==> src/rtl/fwd_pkg.sv <==
// Shared constants for the forwarding/hazard controller: forward-select encoding
// and EX/MEM/WB stage-entry layout.
package fwd_pkg;

  typedef logic [1:0] fwd_sel_t;

  localparam fwd_sel_t FWD_SEL_REG = 2'd0;
  localparam fwd_sel_t FWD_SEL_EX  = 2'd1;
  localparam fwd_sel_t FWD_SEL_MEM = 2'd2;
  localparam fwd_sel_t FWD_SEL_WB  = 2'd3;

  // Entry index 0 is the youngest in-flight instruction.
  localparam int unsigned NUM_STAGES = 3;
  localparam int unsigned STAGE_EX   = 0;
  localparam int unsigned STAGE_MEM  = 1;
  localparam int unsigned STAGE_WB   = 2;

  // Per-entry fields: valid, wr_en, is_load flags plus an rd of REG_ADDR_W bits.
  localparam int unsigned STAGE_FLAG_W = 3;

endpackage

==> src/rtl/fwd_stage_tracker.sv <==
// EX/MEM/WB destination-register tracker: a 3-entry shift register that advances
// unless held, inserts an invalid entry on bubble and clears on synchronous reset.
module fwd_stage_tracker
  import fwd_pkg::*;
#(
  parameter int unsigned REG_ADDR_W = 4
) (
  input  logic                                   clk_i,
  input  logic                                   reset_i,
  input  logic                                   hold_i,
  input  logic                                   bubble_i,
  input  logic                                   in_valid_i,
  input  logic                                   in_wr_en_i,
  input  logic [REG_ADDR_W-1:0]                  in_rd_i,
  input  logic                                   in_is_load_i,
  output logic [NUM_STAGES-1:0]                  valid_o,
  output logic [NUM_STAGES-1:0]                  wr_en_o,
  output logic [NUM_STAGES-1:0]                  is_load_o,
  output logic [NUM_STAGES-1:0][REG_ADDR_W-1:0] rd_o
);

  logic [NUM_STAGES-1:0]                  valid_q, valid_d;
  logic [NUM_STAGES-1:0]                  wr_en_q, wr_en_d;
  logic [NUM_STAGES-1:0]                  is_load_q, is_load_d;
  logic [NUM_STAGES-1:0][REG_ADDR_W-1:0] rd_q, rd_d;

  always_comb begin
    valid_d   = valid_q;
    wr_en_d   = wr_en_q;
    is_load_d = is_load_q;
    rd_d      = rd_q;
    if (!hold_i) begin
      // A bubble enters EX as a fully cleared entry.
      valid_d   = {valid_q[NUM_STAGES-2:0], in_valid_i & ~bubble_i};
      wr_en_d   = {wr_en_q[NUM_STAGES-2:0], in_wr_en_i & ~bubble_i};
      is_load_d = {is_load_q[NUM_STAGES-2:0], in_is_load_i & ~bubble_i};
      rd_d      = {rd_q[NUM_STAGES-2:0], bubble_i ? '0 : in_rd_i};
    end
  end

  always_ff @(posedge clk_i) begin
    if (reset_i) begin
      valid_q   <= '0;
      wr_en_q   <= '0;
      is_load_q <= '0;
      rd_q      <= '0;
    end else begin
      valid_q   <= valid_d;
      wr_en_q   <= wr_en_d;
      is_load_q <= is_load_d;
      rd_q      <= rd_d;
    end
  end

  assign valid_o   = valid_q;
  assign wr_en_o   = wr_en_q;
  assign is_load_o = is_load_q;
  assign rd_o      = rd_q;

endmodule

==> src/rtl/fwd_hazard_ctrl.sv <==
// Operand forwarding and load-use hazard control beside ID.
// Optional FWD_HAZARD_STATS_EN adds stall_cnt/flush_cnt event counters.
module fwd_hazard_ctrl
  import fwd_pkg::*;
#(
  parameter int unsigned REG_ADDR_W  = 4,
  parameter int unsigned ZERO_REG_HW = 0
) (
  input  logic                  clk,
  input  logic                  reset,
  input  logic                  id_valid,
  input  logic [REG_ADDR_W-1:0] id_rs1,
  input  logic [REG_ADDR_W-1:0] id_rs2,
  input  logic                  id_use_rs1,
  input  logic                  id_use_rs2,
  input  logic                  id_wr_en,
  input  logic [REG_ADDR_W-1:0] id_rd,
  input  logic                  id_is_load,
  input  logic                  ex_flush,
  input  logic                  pipe_hold,
  output logic [1:0]            fwd_sel_a,
  output logic [1:0]            fwd_sel_b,
  output logic                  stall,
  output logic                  ex_bubble
`ifdef FWD_HAZARD_STATS_EN
  ,
  output logic [31:0]           stall_cnt,
  output logic [31:0]           flush_cnt
`endif
);

  logic [NUM_STAGES-1:0]                  st_valid;
  logic [NUM_STAGES-1:0]                  st_wr_en;
  logic [NUM_STAGES-1:0]                  st_is_load;
  logic [NUM_STAGES-1:0][REG_ADDR_W-1:0] st_rd;
  logic [NUM_STAGES-1:0]                  match_a;
  logic [NUM_STAGES-1:0]                  match_b;
  logic                                   load_use;

  fwd_stage_tracker #(
    .REG_ADDR_W(REG_ADDR_W)
  ) u_tracker (
    .clk_i       (clk),
    .reset_i     (reset),
    .hold_i      (pipe_hold),
    .bubble_i    (ex_bubble),
    .in_valid_i  (id_valid),
    .in_wr_en_i  (id_wr_en),
    .in_rd_i     (id_rd),
    .in_is_load_i(id_is_load),
    .valid_o     (st_valid),
    .wr_en_o     (st_wr_en),
    .is_load_o   (st_is_load),
    .rd_o        (st_rd)
  );

  function automatic logic [NUM_STAGES-1:0] stage_match(
    input logic [REG_ADDR_W-1:0]                  rs,
    input logic                                   use_rs,
    input logic                                   valid_id,
    input logic [NUM_STAGES-1:0]                  v,
    input logic [NUM_STAGES-1:0]                  w,
    input logic [NUM_STAGES-1:0][REG_ADDR_W-1:0] rds
  );
    logic [NUM_STAGES-1:0] m;
    logic                  gate;
    gate = use_rs & valid_id & ~((ZERO_REG_HW != 0) && (rs == '0));
    for (int s = 0; s < NUM_STAGES; s++) begin
      m[s] = gate & v[s] & w[s] & (rds[s] == rs);
    end
    return m;
  endfunction

  // Youngest producer wins; a load still in EX cannot forward yet.
  function automatic fwd_sel_t prio_sel(input logic [NUM_STAGES-1:0] m, input logic ex_load);
    if (m[STAGE_EX])       return ex_load ? FWD_SEL_REG : FWD_SEL_EX;
    else if (m[STAGE_MEM]) return FWD_SEL_MEM;
    else if (m[STAGE_WB])  return FWD_SEL_WB;
    else                   return FWD_SEL_REG;
  endfunction

  always_comb begin
    match_a   = stage_match(id_rs1, id_use_rs1, id_valid, st_valid, st_wr_en, st_rd);
    match_b   = stage_match(id_rs2, id_use_rs2, id_valid, st_valid, st_wr_en, st_rd);
    fwd_sel_a = prio_sel(match_a, st_is_load[STAGE_EX]);
    fwd_sel_b = prio_sel(match_b, st_is_load[STAGE_EX]);
    load_use  = st_is_load[STAGE_EX] & (match_a[STAGE_EX] | match_b[STAGE_EX]);
    stall     = load_use & ~ex_flush;
    ex_bubble = stall | ex_flush;
  end

`ifdef FWD_HAZARD_STATS_EN
  logic [31:0] stall_cnt_q;
  logic [31:0] flush_cnt_q;

  always_ff @(posedge clk) begin
    if (reset) begin
      stall_cnt_q <= '0;
      flush_cnt_q <= '0;
    end else if (!pipe_hold) begin
      if (stall)    stall_cnt_q <= stall_cnt_q + 32'd1;
      if (ex_flush) flush_cnt_q <= flush_cnt_q + 32'd1;
    end
  end

  assign stall_cnt = stall_cnt_q;
  assign flush_cnt = flush_cnt_q;
`endif

endmodule
==> config.mk <==
export PLATFORM = sky130hd
export DESIGN_NAME = fwd_hazard_ctrl
export DESIGN_NICKNAME = d
export VERILOG_FILES = /design/src/rtl/fwd_pkg.sv /design/src/rtl/fwd_stage_tracker.sv /design/src/rtl/fwd_hazard_ctrl.sv
export SDC_FILE = /design/constraint.sdc
export NUM_CORES = 1
export LEC_CHECK = 0
export CORE_UTILIZATION = 49
export DETAILED_ROUTE_END_ITERATION = 7
export PLACE_DENSITY = 0.86
export SLEW_MARGIN = 20
export SYNTH_ARGS = -nofsm -noshare
export SYNTH_HDL_FRONTEND = slang
export SYNTH_SLANG_ARGS = --single-unit
==> constraint.sdc <==
create_clock -name clk -period 2.8 [get_ports clk]
set_clock_uncertainty 0.15 [all_clocks]
set_input_delay 0.84 -clock clk [delete_from_list [all_inputs] [get_ports clk]]
set_output_delay 0.84 -clock clk [all_outputs]
set_load 0.02 [all_outputs]
Word-level counts from Yosys, hierarchy flattened. Index checks and enable logic that the tools add are counted.

Bits of input ports: 21. ROM bits: 0. RAM bits: 0. Bits in registers: 19. Word-level logic and storage cells: 49. Memories kept: 0. Output and inout bits: 6. Bits in latches: 0.

Div/mod/pow operators: 0. Muxes and demuxes: 8. Reduce and logical (&&, ||, !) cells: 0. $mul: 0. Bitwise operators: 29. Shifts and indexed selects: 0. $lt $le $gt $ge: 0. Add/subtract/negate cells: 0. Equality and inequality tests: 6.

Operators by type and width (count): 1-bit bitwise AND (25); 4-bit == test (6); 2-bit 2-to-1 mux (6); 4-bit 2-to-1 mux (1); 1-bit inverter (2); 1-bit bitwise OR (2); 1-bit 2-to-1 mux (1).

Depth between registers and ports, before layout.
Word-level depth: 10. Mapped depth: 4.

Hierarchy. A second synthesis with hierarchy kept.

Cells, all modules: 130. Area, all modules: 1151.1 µm².

By module, submodules not included: fwd_stage_tracker (cells each 78, times used 1, area each 768.2 µm²); fwd_hazard_ctrl (cells each 52, times used 1, area each 382.9 µm²).

Least setup slack after synthesis. Ideal clock, no wire load.

Kind: in2out. Start point: in id_rs1[1]. End point: out stall. Arrival time: 1968 ps. Stages: 4. Slack: -158 ps. Buffers on the path: 0. Cells stage by stage: xnor2_1 > nand3_1 > or2_1 > a211oi_1.

Word-level cells in the longest chain between the ends: 5.

Ends and longest elaborated chain: start, declared (RTL line fwd_hazard_ctrl.sv:12) `input logic [REG_ADDR_W-1:0] id_rs1,`; 4-bit == test (RTL line fwd_hazard_ctrl.sv:69) `m[s] = gate & v[s] & w[s] & (rds[s] == rs);`; 1-bit bitwise AND (RTL line fwd_hazard_ctrl.sv:69); 1-bit bitwise OR (RTL line fwd_hazard_ctrl.sv:87) `load_use = st_is_load[STAGE_EX] & (match_a[STAGE_EX] | match_b[STAGE_EX]);`; 1-bit bitwise AND (RTL line fwd_hazard_ctrl.sv:87); 1-bit bitwise AND (RTL line fwd_hazard_ctrl.sv:88) `stall = load_use & ~ex_flush;`; end, declared (RTL line fwd_hazard_ctrl.sv:23) `output logic stall,`.

No other way between the ends.

Worst setup path in the final report.
Start point: in id_rs1[0]. End point: out fwd_sel_a[0].

Word-level cells in the longest chain between the ends: 5.

Ends and longest elaborated chain: 4-bit == test (RTL line fwd_hazard_ctrl.sv:69); 1-bit bitwise AND (RTL line fwd_hazard_ctrl.sv:69); 2-bit 2-to-1 mux (RTL line fwd_hazard_ctrl.sv:78) `else if (m[STAGE_WB]) return FWD_SEL_WB;`; 2-bit 2-to-1 mux (RTL line fwd_hazard_ctrl.sv:77) `else if (m[STAGE_MEM]) return FWD_SEL_MEM;`; 2-bit 2-to-1 mux (*) (RTL line fwd_hazard_ctrl.sv:76) `if (m[STAGE_EX]) return ex_load ? FWD_SEL_REG : FWD_SEL_EX;`; end, declared (RTL line fwd_hazard_ctrl.sv:21) `output logic [1:0] fwd_sel_a,`.

Mark *: on every way between the ends. The rest lies on a longest branch, timed or not.

==> out/qor.yml <==
status: "finished with violations"
drv_slew: 0
top_layer: "met4"
cts_tree: "built"
place_area_mm2: 0.00154
pwr-share-seq: 0.498
yosys.area.top_type: "dfxtp_1"
switching_share: 0.279
min_from: "u_tracker.wr_en_o[2]$_SDFFE_PP0N_"
max_slew.worst_pin.slew_ns: 0.382
grt_max_degree: 26
rsz0062_at_grt: "true"
dp_hpwl_um: 2180
ys_types: 25
fin_area_mm2: 0.00180
synth_area_leaders: "dfxtp_1 (33%), xnor2_1 (15%), mux2i_1 (11%)"
fillers: 120
path_class: "in2out"
drive_above_1_share: 0.404
p_per_area_mw_per_mm2: 322
worstSetupEndpointType: "output port"
reg2reg_depth: 5
reg2reg_from: "u_tracker.rd_o[0]$_SDFFE_PP0N_"
start_kind: "input port"
slowest_stage: "a31o_4"
r2r_setup_slack_ns: 1.09
internal-power_w: 0.000419
p_leak_nw: 0.691
htreeDepth: 1
nets: 193
regArea_um2: 382
viasPerCell: 5.91
grt.total_usage: 0.285
clk_pin_slew_ns: 0.11
max_cap_violations: 0
required_ns: 1.81
diodes: 0
violations: "negative setup slack"
numCtsBuffers: 3
ir_drop_mv: 0.269
layout_min_cycle_time_ns: 2.91
power_frac_clock: 0.244
io_buffers: 26
avgSynthCellArea_um2: 8.98
regToRegEndpoint: "u_tracker.rd_o[0]$_SDFFE_PP0N_"
grt-ovfl-total: 0
synthCells: 127
drc_errors: 0
yosysWarnings: 0
hold_class: "reg2reg"
wl_met3_um: 181
gp_congestion: 0.909
critPathMostFrequentCell: "buf_6"
hold_depth: 2
wl_met2_um: 1870
initial_core_util: 0.516
synth_top_area_share: 0.333
fin_ws_ns: -0.111
worst_slew_margin_rel: 0.744
final_common_cell: "dfxtp_1"
crit_arrival_ns: 1.92
multi_input_area_um2: 935
wl_per_cell_um: 17.9
drtIter0Drc: 59
power_switching_w: 0.000162
drt-met1-wl_um: 1400
insertion_delay_ns: 0.30
synth-seq-cells: 19
wl_um: 3560
synth-seq-area-share: 0.333
die_area_mm2: 0.00253
antenna_found_initial: 0
worstPathMaxFanout: 2
antenna_left: 0
fp-row-count: 17
layout_common_cells: "dfxtp_1 (18), buf_4 (16), nor2_1 (14), buf_6 (14), mux2i_1 (12)"
crit_family: "buffers and inverters"
via_count: 1177
syn2layout_area_growth_pct: 58.1
first_pass_iters: 4
grt_pass1_vias: 1158
cts.sinks: 19
layout_worst_path_cycle_share: 1.04
grt_pass1_wl_um: 5350
cp_num_buf_inv: 3
syn-num-nets: 148
io_pins: 27
setup-violations-final: 5
utilization: 0.816
cts_max_path_buffers: 2
synth_area_mm2: 0.00114
clockRootBuffer: "clkbuf_4"
fmax_mhz: 344
critPathMaxStageDelay_ns: 0.28
crit_cells: 7
final_hold_viol_count: 0
min_to: "u_tracker.wr_en_o[2]$_SDFFE_PP0N_"
core_mm2: 0.00221
die_width_um: 50.3
p_comb_frac: 0.259
crit_chain: "buf_6 -> buf_6 -> xor2_2 -> nor2_2 -> nand4_1 -> a31o_4 -> buf_6"
die_h_um: 50.3
## synth_stat cells, drive strengths merged
| master | n |
|---|---|
| nor2 | 17 |
| a211oi | 1 |
| and4 | 4 |
| xnor2 | 20 |
| clkbuf | 2 |
| o32ai | 1 |
| and3 | 1 |
| inv | 1 |
| o22ai | 7 |
| dfxtp | 19 |
| nand3 | 4 |
| or4b | 1 |
| a21boi | 2 |
| nand3b | 6 |
| buf | 2 |
| nand4 | 8 |
| mux2i | 12 |
| nor3 | 2 |
| nand2 | 9 |
| xor2 | 4 |
| or2 | 2 |
| a31o | 2 |
## how the worst max path moves through the flow
stage	start	end	slack (ns)
6_report	id_rs1[0]	fwd_sel_a[0]	-0.11
5_1_grt	id_rs1[0]	fwd_sel_a[0]	-0.13
4_1_cts	id_use_rs1	fwd_sel_a[0]	-0.04
3_5_place_dp	id_rs1[3]	stall	-1.0
3_3_place_gp	id_rs1[3]	stall	-0.96
2_1_floorplan	id_rs1[1]	stall	0.02
## flip-flops by register name, indices dropped and copies added (netlist names)
register / flops
u_tracker.is_load_o: 1
u_tracker.rd_o: 12
u_tracker.valid_o: 3
u_tracker.wr_en_o: 3
## area by class of cell
type                    count  share of cell area
inverters                   1             0.00208
well taps                  28              0.0194
flip-flops and latches     19               0.212
repair buffers             44               0.234
clock buffers               4              0.0146
multi-input cells         103               0.518
## logic make-up after synthesis
family                    after synthesis  share of synthesized area
AOI/OAI and AO/OA                      13                     0.0976
muxes                                  12                      0.105
and+or+nand+nor                        54                      0.262
DFF                                    19                      0.333
xor gates and xnor gates               24                      0.184
buffers and inverters                   5                     0.0175
## repair_timing
action,in CTS,in global routing
endpoints found under the setup margin,6,6
gates cloned,0,0
pin swaps,26,14
hold buffers,0,0
setup buffers,2,1
resized for setup,115,16
## power by group through the flow
stage | logic, W | registers (W) | clock network (W)
global route | 0.000157 | 0.000290 | 0.000155
floorplan | 0.0000517 | 0.000289 | 0
CTS | 0.000133 | 0.000287 | 0.000141
detailed placement | 0.000113 | 0.000291 | 0
finish | 0.000150 | 0.000289 | 0.000142
global placement | 0.000110 | 0.000291 | 0
## metal layers
layer | track usage | up-vias
met5 | 0 | -
met4 | 0.119 | 0
met3 | 0.0394 | 13
met2 | 0.513 | 53
met1 | 0.332 | 572
li1 | - | 539
## through the flow
step	std cells	total power, W	TNS (ns)	worst slack (ns)	hold WS (ns)
2_1_floorplan	127	0.000341	0	0.0180	0.313
3_3_place_gp	192	0.000401	-5.34	-0.960	0.327
3_5_place_dp	192	0.000404	-5.46	-0.996	0.366
4_1_cts	198	0.000561	-0.0765	-0.0365	0.390
5_1_grt	199	0.000603	-0.547	-0.129	0.427
6_report	199	0.000581	-0.407	-0.111	0.399
## worst reg2reg max path, delay by kind of cell (launching register included)
| kind | cells | cell delay, ns |
|---|---|---|
| compound gates | 2 | 0.33 |
| xor+xnor | 1 | 0.21 |
| buf+inv | 1 | 0.20 |
| flops | 1 | 0.52 |
| simple gates | 1 | 0.18 |
Power figures use the tool's default switching activity.
